===== config.mk =====
export PLATFORM = sky130hd
export DESIGN_NAME = link_sync_ctrl
export DESIGN_NICKNAME = d
export VERILOG_FILES = /design/src/rtl/link_sync_ctrl.sv
export SDC_FILE = /design/constraint.sdc
export NUM_CORES = 1
export LEC_CHECK = 0
export ABC_AREA = 1
export BUFFER_PORTS_ARGS = -buffer_cell sky130_fd_sc_hd__buf_2
export CAP_MARGIN = 20
export CELL_PAD_IN_SITES_DETAIL_PLACEMENT = 0
export CELL_PAD_IN_SITES_GLOBAL_PLACEMENT = 1
export CORE_MARGIN = 4
export CORE_UTILIZATION = 45
export CTS_BUF_LIST = sky130_fd_sc_hd__clkbuf_4
export DETAILED_ROUTE_END_ITERATION = 16
export HOLD_SLACK_MARGIN = 0.12
export PLACE_DENSITY = 0.84
export SYNTH_ARGS = -nofsm -noshare
export SYNTH_HDL_FRONTEND = slang
export SYNTH_SLANG_ARGS = --single-unit

===== constraint.sdc =====
create_clock -name clk -period 3 [get_ports clk]
set_input_delay 0.3 -clock clk [delete_from_list [all_inputs] [get_ports clk]]
set_output_delay 0.3 -clock clk [all_outputs]
set_load 0.05 [all_outputs]

===== src/rtl/link_sync_ctrl.sv =====
// link_sync_ctrl: comma lock, error hysteresis, data gating and link statistics after dec_8b_10b
//   clk, reset_n (async active-low), enable, err_clr
//   dec_valid, dec_dataout, dec_kout, dec_kerr, dec_rderr : decoder word outputs
//   dec_ena, dec_rdforce, dec_rdin                        : decoder controls
//   link_up, sync_state                                   : link status (0 LOSS, 1 ACQ, 2 SYNC, 3 RECOVER)
//   data_out, k_out, data_valid                           : gated decoded word
//   err_count, lol_count                                  : saturating statistics
module link_sync_ctrl #(
    parameter int COMMA_LOCK_CNT   = 3,
    parameter int ERR_LOSS_CNT     = 4,
    parameter int GOOD_RECOVER_CNT = 4,
    parameter int ERRCNT_W         = 16
) (
    input  logic                clk,
    input  logic                reset_n,
    input  logic                enable,
    input  logic                err_clr,
    input  logic                dec_valid,
    input  logic [7:0]          dec_dataout,
    input  logic                dec_kout,
    input  logic                dec_kerr,
    input  logic                dec_rderr,
    output logic                dec_ena,
    output logic                dec_rdforce,
    output logic                dec_rdin,
    output logic                link_up,
    output logic [1:0]          sync_state,
    output logic [7:0]          data_out,
    output logic                k_out,
    output logic                data_valid,
    output logic [ERRCNT_W-1:0] err_count,
    output logic [7:0]          lol_count
);
    typedef enum logic [1:0] {LOSS = 2'd0, ACQ = 2'd1, SYNC = 2'd2, RECOVER = 2'd3} state_t;
    localparam logic [3:0] LOCK_N = 4'(COMMA_LOCK_CNT);
    localparam logic [3:0] LOSS_N = 4'(ERR_LOSS_CNT);
    localparam logic [3:0] GOOD_N = 4'(GOOD_RECOVER_CNT);
    state_t state;
    logic [3:0] comma_cnt, bad_cnt, good_cnt;
    logic bad, comma, up, word, err_inc, lol_inc;
    logic [ERRCNT_W-1:0] err_base;
    logic [7:0] lol_base;
    assign dec_rdin   = 1'b0;
    assign sync_state = state;
    assign bad        = dec_kerr | dec_rderr;
    assign comma      = dec_kout && dec_dataout == 8'hBC && !bad;
    assign up         = state == SYNC || state == RECOVER;
    assign word       = enable && dec_valid;
    assign err_inc    = word && bad && up;
    assign lol_inc    = word && bad && state == RECOVER && bad_cnt + 4'd1 == LOSS_N;
    // clear first, then count: a coincident event leaves the counter at 1
    assign err_base   = err_clr ? '0 : err_count;
    assign lol_base   = err_clr ? '0 : lol_count;
    always_ff @(posedge clk or negedge reset_n) begin
        if (!reset_n) begin
            state       <= LOSS;
            comma_cnt   <= '0;
            bad_cnt     <= '0;
            good_cnt    <= '0;
            dec_ena     <= 1'b0;
            dec_rdforce <= 1'b1;
            link_up     <= 1'b0;
            data_out    <= '0;
            k_out       <= 1'b0;
            data_valid  <= 1'b0;
            err_count   <= '0;
            lol_count   <= '0;
        end else begin
            dec_ena    <= enable;
            data_valid <= word && !bad && up;
            if (word && !bad && up) begin
                data_out <= dec_dataout;
                k_out    <= dec_kout;
            end
            err_count <= (err_inc && !(&err_base)) ? err_base + 1'b1 : err_base;
            lol_count <= (lol_inc && !(&lol_base)) ? lol_base + 1'b1 : lol_base;
            if (!enable) begin
                state       <= LOSS;
                comma_cnt   <= '0;
                bad_cnt     <= '0;
                good_cnt    <= '0;
                link_up     <= 1'b0;
                dec_rdforce <= 1'b1;
            end else if (dec_valid) begin
                case (state)
                    LOSS: if (comma) begin
                        comma_cnt   <= 4'd1;
                        state       <= (LOCK_N == 4'd1) ? SYNC : ACQ;
                        link_up     <= LOCK_N == 4'd1;
                        dec_rdforce <= 1'b0;
                    end
                    ACQ: if (bad) begin
                        state       <= LOSS;
                        comma_cnt   <= '0;
                        dec_rdforce <= 1'b1;
                    end else if (comma) begin
                        comma_cnt <= comma_cnt + 4'd1;
                        if (comma_cnt + 4'd1 == LOCK_N) begin
                            state   <= SYNC;
                            link_up <= 1'b1;
                        end
                    end
                    SYNC: if (bad) begin
                        state    <= RECOVER;
                        bad_cnt  <= 4'd1;
                        good_cnt <= '0;
                    end
                    RECOVER: if (bad) begin
                        good_cnt <= '0;
                        if (bad_cnt + 4'd1 == LOSS_N) begin
                            state       <= LOSS;
                            bad_cnt     <= '0;
                            comma_cnt   <= '0;
                            link_up     <= 1'b0;
                            dec_rdforce <= 1'b1;
                        end else begin
                            bad_cnt <= bad_cnt + 4'd1;
                        end
                    end else if (good_cnt + 4'd1 == GOOD_N) begin
                        // a run of good words retires one outstanding bad word
                        good_cnt <= '0;
                        bad_cnt  <= bad_cnt - 4'd1;
                        if (bad_cnt == 4'd1) state <= SYNC;
                    end else begin
                        good_cnt <= good_cnt + 4'd1;
                    end
                endcase
            end
        end
    end
endmodule


After elaboration in Yosys (flattened, before gate mapping) --
Cells that the tools add are included.
Operators by class: equality and inequality tests 24, multiplexer cells 52, reductions and logical operators 24, add/subtract/negate cells 6, bitwise gates (word level) 1
Operators by type and width (number):
- $mux 4 | 18
- $mux 16 | 2
- $reduce_and 8->1 | 3
- $mux 2 | 11
- $ne 3x3->1 const B | 7
- $add 16x1->16 const B | 1
- $mux 8 | 2
- $pmux 4 s2 | 2
- $reduce_and 16->1 | 1
- $mux 1 | 13
- $add 4x1->4 const B | 3
- $ne 4x3->1 const B | 3
- $pmux 4 s3 | 1
- $reduce_and 6->1 | 2
- $logic_and 1x1->1 | 11
- $add 8x1->8 const B | 1
- $eq 4x3->1 const B | 2
- $eq 8x8->1 const B | 1
- $ne 4x4->1 const B | 2
- $pmux 2 s4 | 1
- $pmux 1 s3 | 2
- $eq 2x2->1 const B | 2
- $eq 4x1->1 const B | 1
- $eq 4x2->1 const B | 1
- other kinds (12) | 14
Word-level totals: bits in registers 51, output and inout bits 40, logic and storage cells 119, input port bits 16

Longest topological paths before layout --
Gate-level depths: netlist of the first run.
depth after elaboration 8, gate-level depth with buffers 12, depth with buffers taken out 12

Worst setup path before layout of the first run --
OpenSTA, ideal clock, no wires.
path kind register to register, start point register err_count[0], end point register err_count[5], path buffers 1, setup time 0.119 ns, arrival 1.854 ns, setup slack 1.027 ns, required time 2.881 ns, stages on the path, launching flop included 12, clock period less this slack 1.973 ns, cells stage by stage dfrtp_1 inv_1 nor2_1 ha_1 nand3_1 nor2_2 nand3_1 nand2_2 inv_2 buf_6 o21ai_2 nand2_1
On the way: word-level cells in the longest chain between the ends 5, elaborated cells on any way between the ends 6, classes of those cells 1 x add/sub; 2 x mux; 3 x reduce/logical
Ends and longest elaborated chain:
- from (decl) | RTL line 31 | output logic [ERRCNT_W-1:0] err_count,
- from (signal assigned) | RTL line 75 | err_count <= (err_inc && !(&err_base)) ? err_base + 1'b1 : err_base;
- $mux 16 * | RTL line 52 | assign err_base = err_clr ? '0 : err_count;
- parallel branches: the longest is 3 deep, another holds $add 16x1->16
- $mux 16 * | RTL line 75
Mark *: on every way between the ends. A chain may end at the register's enable or synchronous reset.

Worst setup path after layout of the first run --
start point register err_count[0], end point register err_count[4]
The elaborated chain is that of the path after synthesis.

==> results.json, run 1 <==
{
  "synth.distinct_cells": 32,
  "grt_pass1_vias": 2770,
  "critPathArrivalTime_ns": 2.28,
  "placed_area_sq_mm": 0.00355,
  "setup_viol": 0,
  "floorplan.die.height_um": 92.3,
  "synth_cells": 448,
  "dr.max_layer_used": "met4",
  "die_area_sq_mm": 0.00852,
  "ctsResizeCount": 0,
  "die_w_um": 92.3,
  "synth.largest_area_cell": "dfrtp_1",
  "routedWlPerCell_um": 11.8,
  "antennaDiodeCount": 0,
  "layout.nets": 536,
  "ys_ff_latch": 51,
  "synthTopCellsByCount": "nand2_1, inv_1, nor2_1",
  "maxCapViolCount": 0,
  "rsz0062_at_grt": "no",
  "antenna_found_initial": 0,
  "min_period_ns": 2.01,
  "fillCellCount": 705,
  "gp_congestion": 0.848,
  "required_ns": 3.26,
  "power_density_mw_per_mm2": 461,
  "htree_levels": 2,
  "crit_type": "flop to flop",
  "io_buffer_count": 54,
  "ir_worst_vdd_v": 0.000349,
  "met1_length_um": 3320,
  "clock_sinks": 51,
  "synth_area_per_cell_sq_um": 7.14,
  "worst-slew-pin-transition_ns": 0.740,
  "hold_viol": 0,
  "drv_slew": 0,
  "syn_area_sq_mm": 0.00320,
  "via_count": 2857,
  "async_reset_ff_share_pct": 100,
  "hold_path_class": "primary input to flop",
  "clk_latency_ns": 0.37,
  "overflow": 0,
  "cts_buffers": 5,
  "grt_first_pass_wirelength_um": 12600,
  "dp_hpwl_um": 5430,
  "yosysTopAreaCellShare_pct": 39.1,
  "drt-initial-drc-count": 99,
  "status": "finished, final reports clean",
  "ant_nets": 0,
  "firstDrtPassIters": 4,
  "cp_max_fo": 19,
  "io_pins": 56,
  "clk_pin_slew_worst_paths_ns": 0.15,
  "cts_tree": "yes",
  "synthFlopType": "dfrtp_1",
  "synth_edf_count": 0,
  "dr_wl_met3_um": 296,
  "fmax_ghz": 0.497,
  "fp.coreArea_sq_mm": 0.00683,
  "stdcell_area_sq_mm": 0.00368,
  "fin_tns_setup_ns": 0,
  "start_util_pct": 46.8,
  "min_period_over_period_pct": 67.1,
  "cts_root_buf": "clkbuf_4",
  "drc": 0,
  "clockBufferDepth": 2,
  "syn_nets": 473,
  "grt_max_degree": 34,
  "ys_seq_area_share_pct": 39.9,
  "maxSlewHeadroom_pct": 50.6,
  "route.met2.wl_um": 3460,
  "synth.most_common_cell": "nand2_1",
  "track_usage_pct": 18.1,
  "synthTopCellsByArea": "dfrtp_1, nand2_1, inv_1",
  "row_count": 30,
  "startpoint_type": "flop",
  "worst_clock_skew_ns": 0.0192,
  "viasPerCell": 4.70,
  "end_kind": "flop",
  "post_cts_buffers": 0,
  "area_growth_pct": 14.9,
  "p_leak_nw": 2.01,
  "wl_um": 7180,
  "yosysWarnings": 0,
  "ff2ff_setup_slack_ns": 0.99,
  "drive_above_1_share_pct": 18.2
}
cells in the final DEF (no fill, tap or decap), drive strengths merged:
cell type / netlist / routed
nand2: 159 / 159
inv: 59 / 59
nor2: 59 / 59
buf: 7 / 57
dfrtp: 50 / 50
nand3: 28 / 28
o21ai: 24 / 24
xor2: 12 / 12
nor3: 11 / 11
nand4: 9 / 9
ha: 9 / 9
dlygate4sd3: 0 / 7
xnor2: 6 / 6
clkbuf: 1 / 6
a21oi: 5 / 5
clkinv: 1 / 2
o22ai: 1 / 1
o21a: 1 / 1
nand3b: 1 / 1
o31ai: 1 / 1
or2: 1 / 1
a31oi: 1 / 1
conb: 1 / 1
clkinvlp: 0 / 1
dfstp: 1 / 1
critical path: stages (launching register included):
cell and delay (ns):
dfrtp_1 0.39, inv_1 0.05, nor2_1 0.16, ha_1 0.21, nand3_1 0.16, nor2_2 0.18
nand3_1 0.11, nand2_2 0.26, inv_2 0.21, o21ai_0 0.13, nand2_1 0.06
kinds of logic (layout without fill, tap and decap cells):
logic type	Yosys count	after routing	synth area share, %
simple gates	268	268	36.5
compound gates	33	33	5.99
flops	51	51	39.9
other cells	1	1	0.117
buf+inv	68	132	9.00
xor+xnor	18	18	4.93
fa+ha+maj	9	9	3.52
flip-flops by register name (all words and copies together) (netlist names):
register     flops
bad_cnt          4
comma_cnt        4
data_out         8
data_valid       1
dec_ena          1
dec_rdforce      1
err_count       16
good_cnt         4
k_out            1
link_up          1
lol_count        8
sync_state       2
power by group:
part	switching, W	internal (W)
logic	0.000415	0.000133
registers	0.0000574	0.000766
clock network	0.000222	0.000100
final cells by class:
cell class / instances / area [sq um] / share of cell area, %
clock inverters: 2 / 12.5 / 0.340
multi-input cells: 329 / 1630 / 44.4
clock buffers: 6 / 45.0 / 1.23
inverters: 60 / 225 / 6.13
flip-flops and latches: 51 / 1280 / 34.8
repair buffers: 64 / 363 / 9.87
well taps: 96 / 120 / 3.27
per-layer routing:
metal	GRT usage, %	vias up
met4	5.69	0
met3	3.01	12
met5	0	-
li1	-	1508
met1	22.9	1271
met2	31.3	66
path summary, 6_finish.rpt:
path | cells after the start | from | endpoint
worst min register to register | 2 | data_out[2] | data_out[2]
worst min-delay path | 3 | dec_dataout[1] | data_out[1]
max in group asynchronous | 3 | reset_n | comma_cnt[3]
worst max-delay path | 10 | err_count[0] | err_count[4]
worst max register to register | 10 | err_count[0] | err_count[4]
min in group asynchronous | 2 | reset_n | err_count[9]
timing repair:
item / in CTS / in global routing
hold buffers: 6 / 1
endpoints found under the setup margin: 0 / 0
hold endpoints to repair: 36 / 1
stage by stage:
stage	util, %	hold slack [ns]	total power [W]	cells	setup WS (ns)
floorplan	-	0.00441	0.00124	448	1.03
global placement	51.9	0.419	0.00138	593	0.866
detailed placement	51.9	0.428	0.00138	593	0.805
CTS	53.7	0.121	0.00172	607	0.982
global route	53.8	0.130	0.00181	608	0.713
finish	53.8	0.143	0.00169	608	0.988
No activity file was read; power rests on OpenSTA's default activity.
==> run 2, diff against run 1 <==
--- a/config.mk
+++ b/config.mk
@@ -11,11 +11,11 @@
 export CELL_PAD_IN_SITES_DETAIL_PLACEMENT = 0
 export CELL_PAD_IN_SITES_GLOBAL_PLACEMENT = 1
 export CORE_MARGIN = 4
-export CORE_UTILIZATION = 45
+export CORE_UTILIZATION = 42
 export CTS_BUF_LIST = sky130_fd_sc_hd__clkbuf_4
 export DETAILED_ROUTE_END_ITERATION = 16
 export HOLD_SLACK_MARGIN = 0.12
-export PLACE_DENSITY = 0.84
+export PLACE_DENSITY = 0.79
 export SYNTH_ARGS = -nofsm -noshare
 export SYNTH_HDL_FRONTEND = slang
 export SYNTH_SLANG_ARGS = --single-unit
==> constraint.sdc (replaced) <==
create_clock -name clk -period 2 [get_ports clk]
set_input_delay 0.2 -clock clk [delete_from_list [all_inputs] [get_ports clk]]
set_output_delay 0.2 -clock clk [all_outputs]
set_load 0.05 [all_outputs]
==> run 2 against run 1 <==
Effect of this change:
- sequential power is 49% higher
- critical endpoint is now lol_count[4]
- highest routed layer unchanged
- combinational power is 53% higher
- critical path type unchanged
- global-route usage is 0.52 points lower
- sequential share of layout area is 0.83 points lower
- core utilization is 2.4 points lower
==> results.json, run 2 (synthesis results as in run 1) <==
{
  "status": "finished, final reports clean",
  "hold_path_class": "primary input to flop",
  "grt_max_degree": 29,
  "wl_um": 7240,
  "busiest_layer": "met2",
  "ff_latch_area_sq_mm": 0.00128,
  "final_cells": 620,
  "worst_clock_skew_ns": 0.00711,
  "start_util_pct": 43.6,
  "rsz0062_at_grt": "no",
  "maxCapViolCount": 0,
  "firstDrtPassIters": 4,
  "drv_slew": 0,
  "grt.met3_usage_pct": 3.39,
  "area_growth_pct": 17.8,
  "fp.coreArea_sq_mm": 0.00733,
  "final_common_cell": "nand2_1",
  "viasPerCell": 4.68,
  "crit_slowest_cell": "dfrtp_1",
  "drive_above_1_share_pct": 19.0,
  "floorplan.die.height_um": 95.3,
  "track_usage_pct": 17.5,
  "ant_nets": 0,
  "cp_max_fo": 11,
  "drc": 0,
  "crit_chain": "ha_1, nand3_1, nor3_1, nand2_2, inv_2, nand2_1, o21ai_2",
  "setup_viol": 0,
  "min_period_ns": 1.79,
  "antennaDiodeCount": 0,
  "antenna_found_initial": 0,
  "clk_latency_ns": 0.38,
  "power_w": 0.00257,
  "routedWlPerCell_um": 11.7,
  "grt_first_pass_wirelength_um": 12700,
  "regMostFlops": "err_count",
  "startpoint_type": "flop",
  "grt_pass1_vias": 2726,
  "reg_top3": "err_count (16), data_out (8), lol_count (8)",
  "switching_share_pct": 41.6,
  "required_ns": 2.32,
  "use_met1_pct": 22.7,
  "min_period_over_period_pct": 89.6,
  "critPathArrivalTime_ns": 2.12,
  "io_buffer_count": 54,
  "die_w_um": 95.3,
  "clkPwrFrac_pct": 19.4,
  "post_cts_buffers": 0,
  "via_count": 2903,
  "power.internal_w": 0.00150,
  "fin_tns_setup_ns": 0,
  "dp_hpwl_um": 5620,
  "row_count": 31,
  "gp_congestion": 0.852,
  "clock_sinks": 51,
  "fmax_ghz": 0.558,
  "io_pins": 56,
  "pwr-share-comb_pct": 32.6,
  "pwr-share-seq_pct": 48.0,
  "fillCellCount": 763,
  "power_density_mw_per_mm2": 682,
  "layout_common_cells": "nand2_1, inv_1, buf_2, nor2_1, dfrtp_1",
  "clockBufferDepth": 2,
  "drt-initial-drc-count": 84,
  "p_leak_nw": 2.05,
  "layout.nets": 545,
  "p_switching_w": 0.00107,
  "die_area_sq_mm": 0.00907,
  "overflow": 0,
  "crit_type": "flop to flop",
  "slowest_delay_ns": 0.42,
  "cts_buffers": 5,
  "clk_pin_slew_worst_paths_ns": 0.16,
  "cts_root_buf": "clkbuf_4",
  "multiInputGateArea_sq_mm": 0.00164,
  "largest_reg_flops": 16,
  "placed_cells": 601,
  "end_kind": "flop",
  "cts_tree": "yes",
  "grt_use_met2_pct": 29.7,
  "htree_levels": 2,
  "hold_viol": 0,
  "ir_worst_vdd_v": 0.000558
}
[run 2: final timing paths]
| path | start | to | slack, ns | cells past startpoint |
|---|---|---|---|---|
| worst max-delay path | bad_cnt[0] | lol_count[4] | 0.21 | 7 |
| worst min-delay path | dec_valid | data_valid | 0.27 | 4 |
| worst max register to register | bad_cnt[0] | lol_count[4] | 0.21 | 7 |
| worst min register to register | data_out[2] | data_out[2] | 0.49 | 2 |
| max in group asynchronous | reset_n | comma_cnt[3] | 1.38 | 3 |
| min in group asynchronous | reset_n | err_count[6] | 0.32 | 3 |
[run 2: power by group through the flow]
stage / logic (W) / registers [W] / clock network, W
after floorplan: 0.000293 / 0.00157 / 0
after global placement: 0.000821 / 0.00125 / 0
after detailed placement: 0.000825 / 0.00125 / 0
after CTS: 0.000843 / 0.00124 / 0.000536
after global routing: 0.000932 / 0.00126 / 0.000579
final: 0.000837 / 0.00123 / 0.000499
[run 2: layout make-up]
class	count	area share, %
timing repair buffer	73	11.7
multi-input combinational	329	43.5
tap	99	3.29
sequential	51	33.9
clock buffer	5	0.997
inverter	60	5.98
clock inverter	3	0.631
[run 2: metrics by stage]
stage / cell area, sq um / hold WS [ns] / utilization (%) / setup slack [ns]
2_1_floorplan: 3200 / -0.0956 / - / 0.0270
3_3_place_gp: 3590 / 0.215 / 49.0 / 0.231
3_5_place_dp: 3590 / 0.217 / 49.0 / 0.165
4_1_cts: 3760 / 0.239 / 51.3 / 0.211
5_1_grt: 3770 / 0.265 / 51.4 / 0.0299
6_report: 3770 / 0.269 / 51.4 / 0.207
[run 2: worst max-delay path, delay by kind of cell, from the launching register on]
kind	cells	cell delay [ns]
flops	1	0.42
buf+inv	1	0.21
fa+ha+maj	1	0.21
compound gates	1	0.06
simple gates	4	0.82
[run 2: metal layers]
metal,part of all wire [%],vias up,wire length (um)
met2,47,48,3430
met4,1.0,0,74
li1,-,1532,-
met5,0,-,0
met3,4.1,6,298
met1,48,1317,3440
[run 2: timing repair]
action,4_1_cts,5_1_grt
setup endpoints to repair,0,3
gates resized for setup,0,1
endpoints found under the hold margin,61,0
hold buffers,11,0
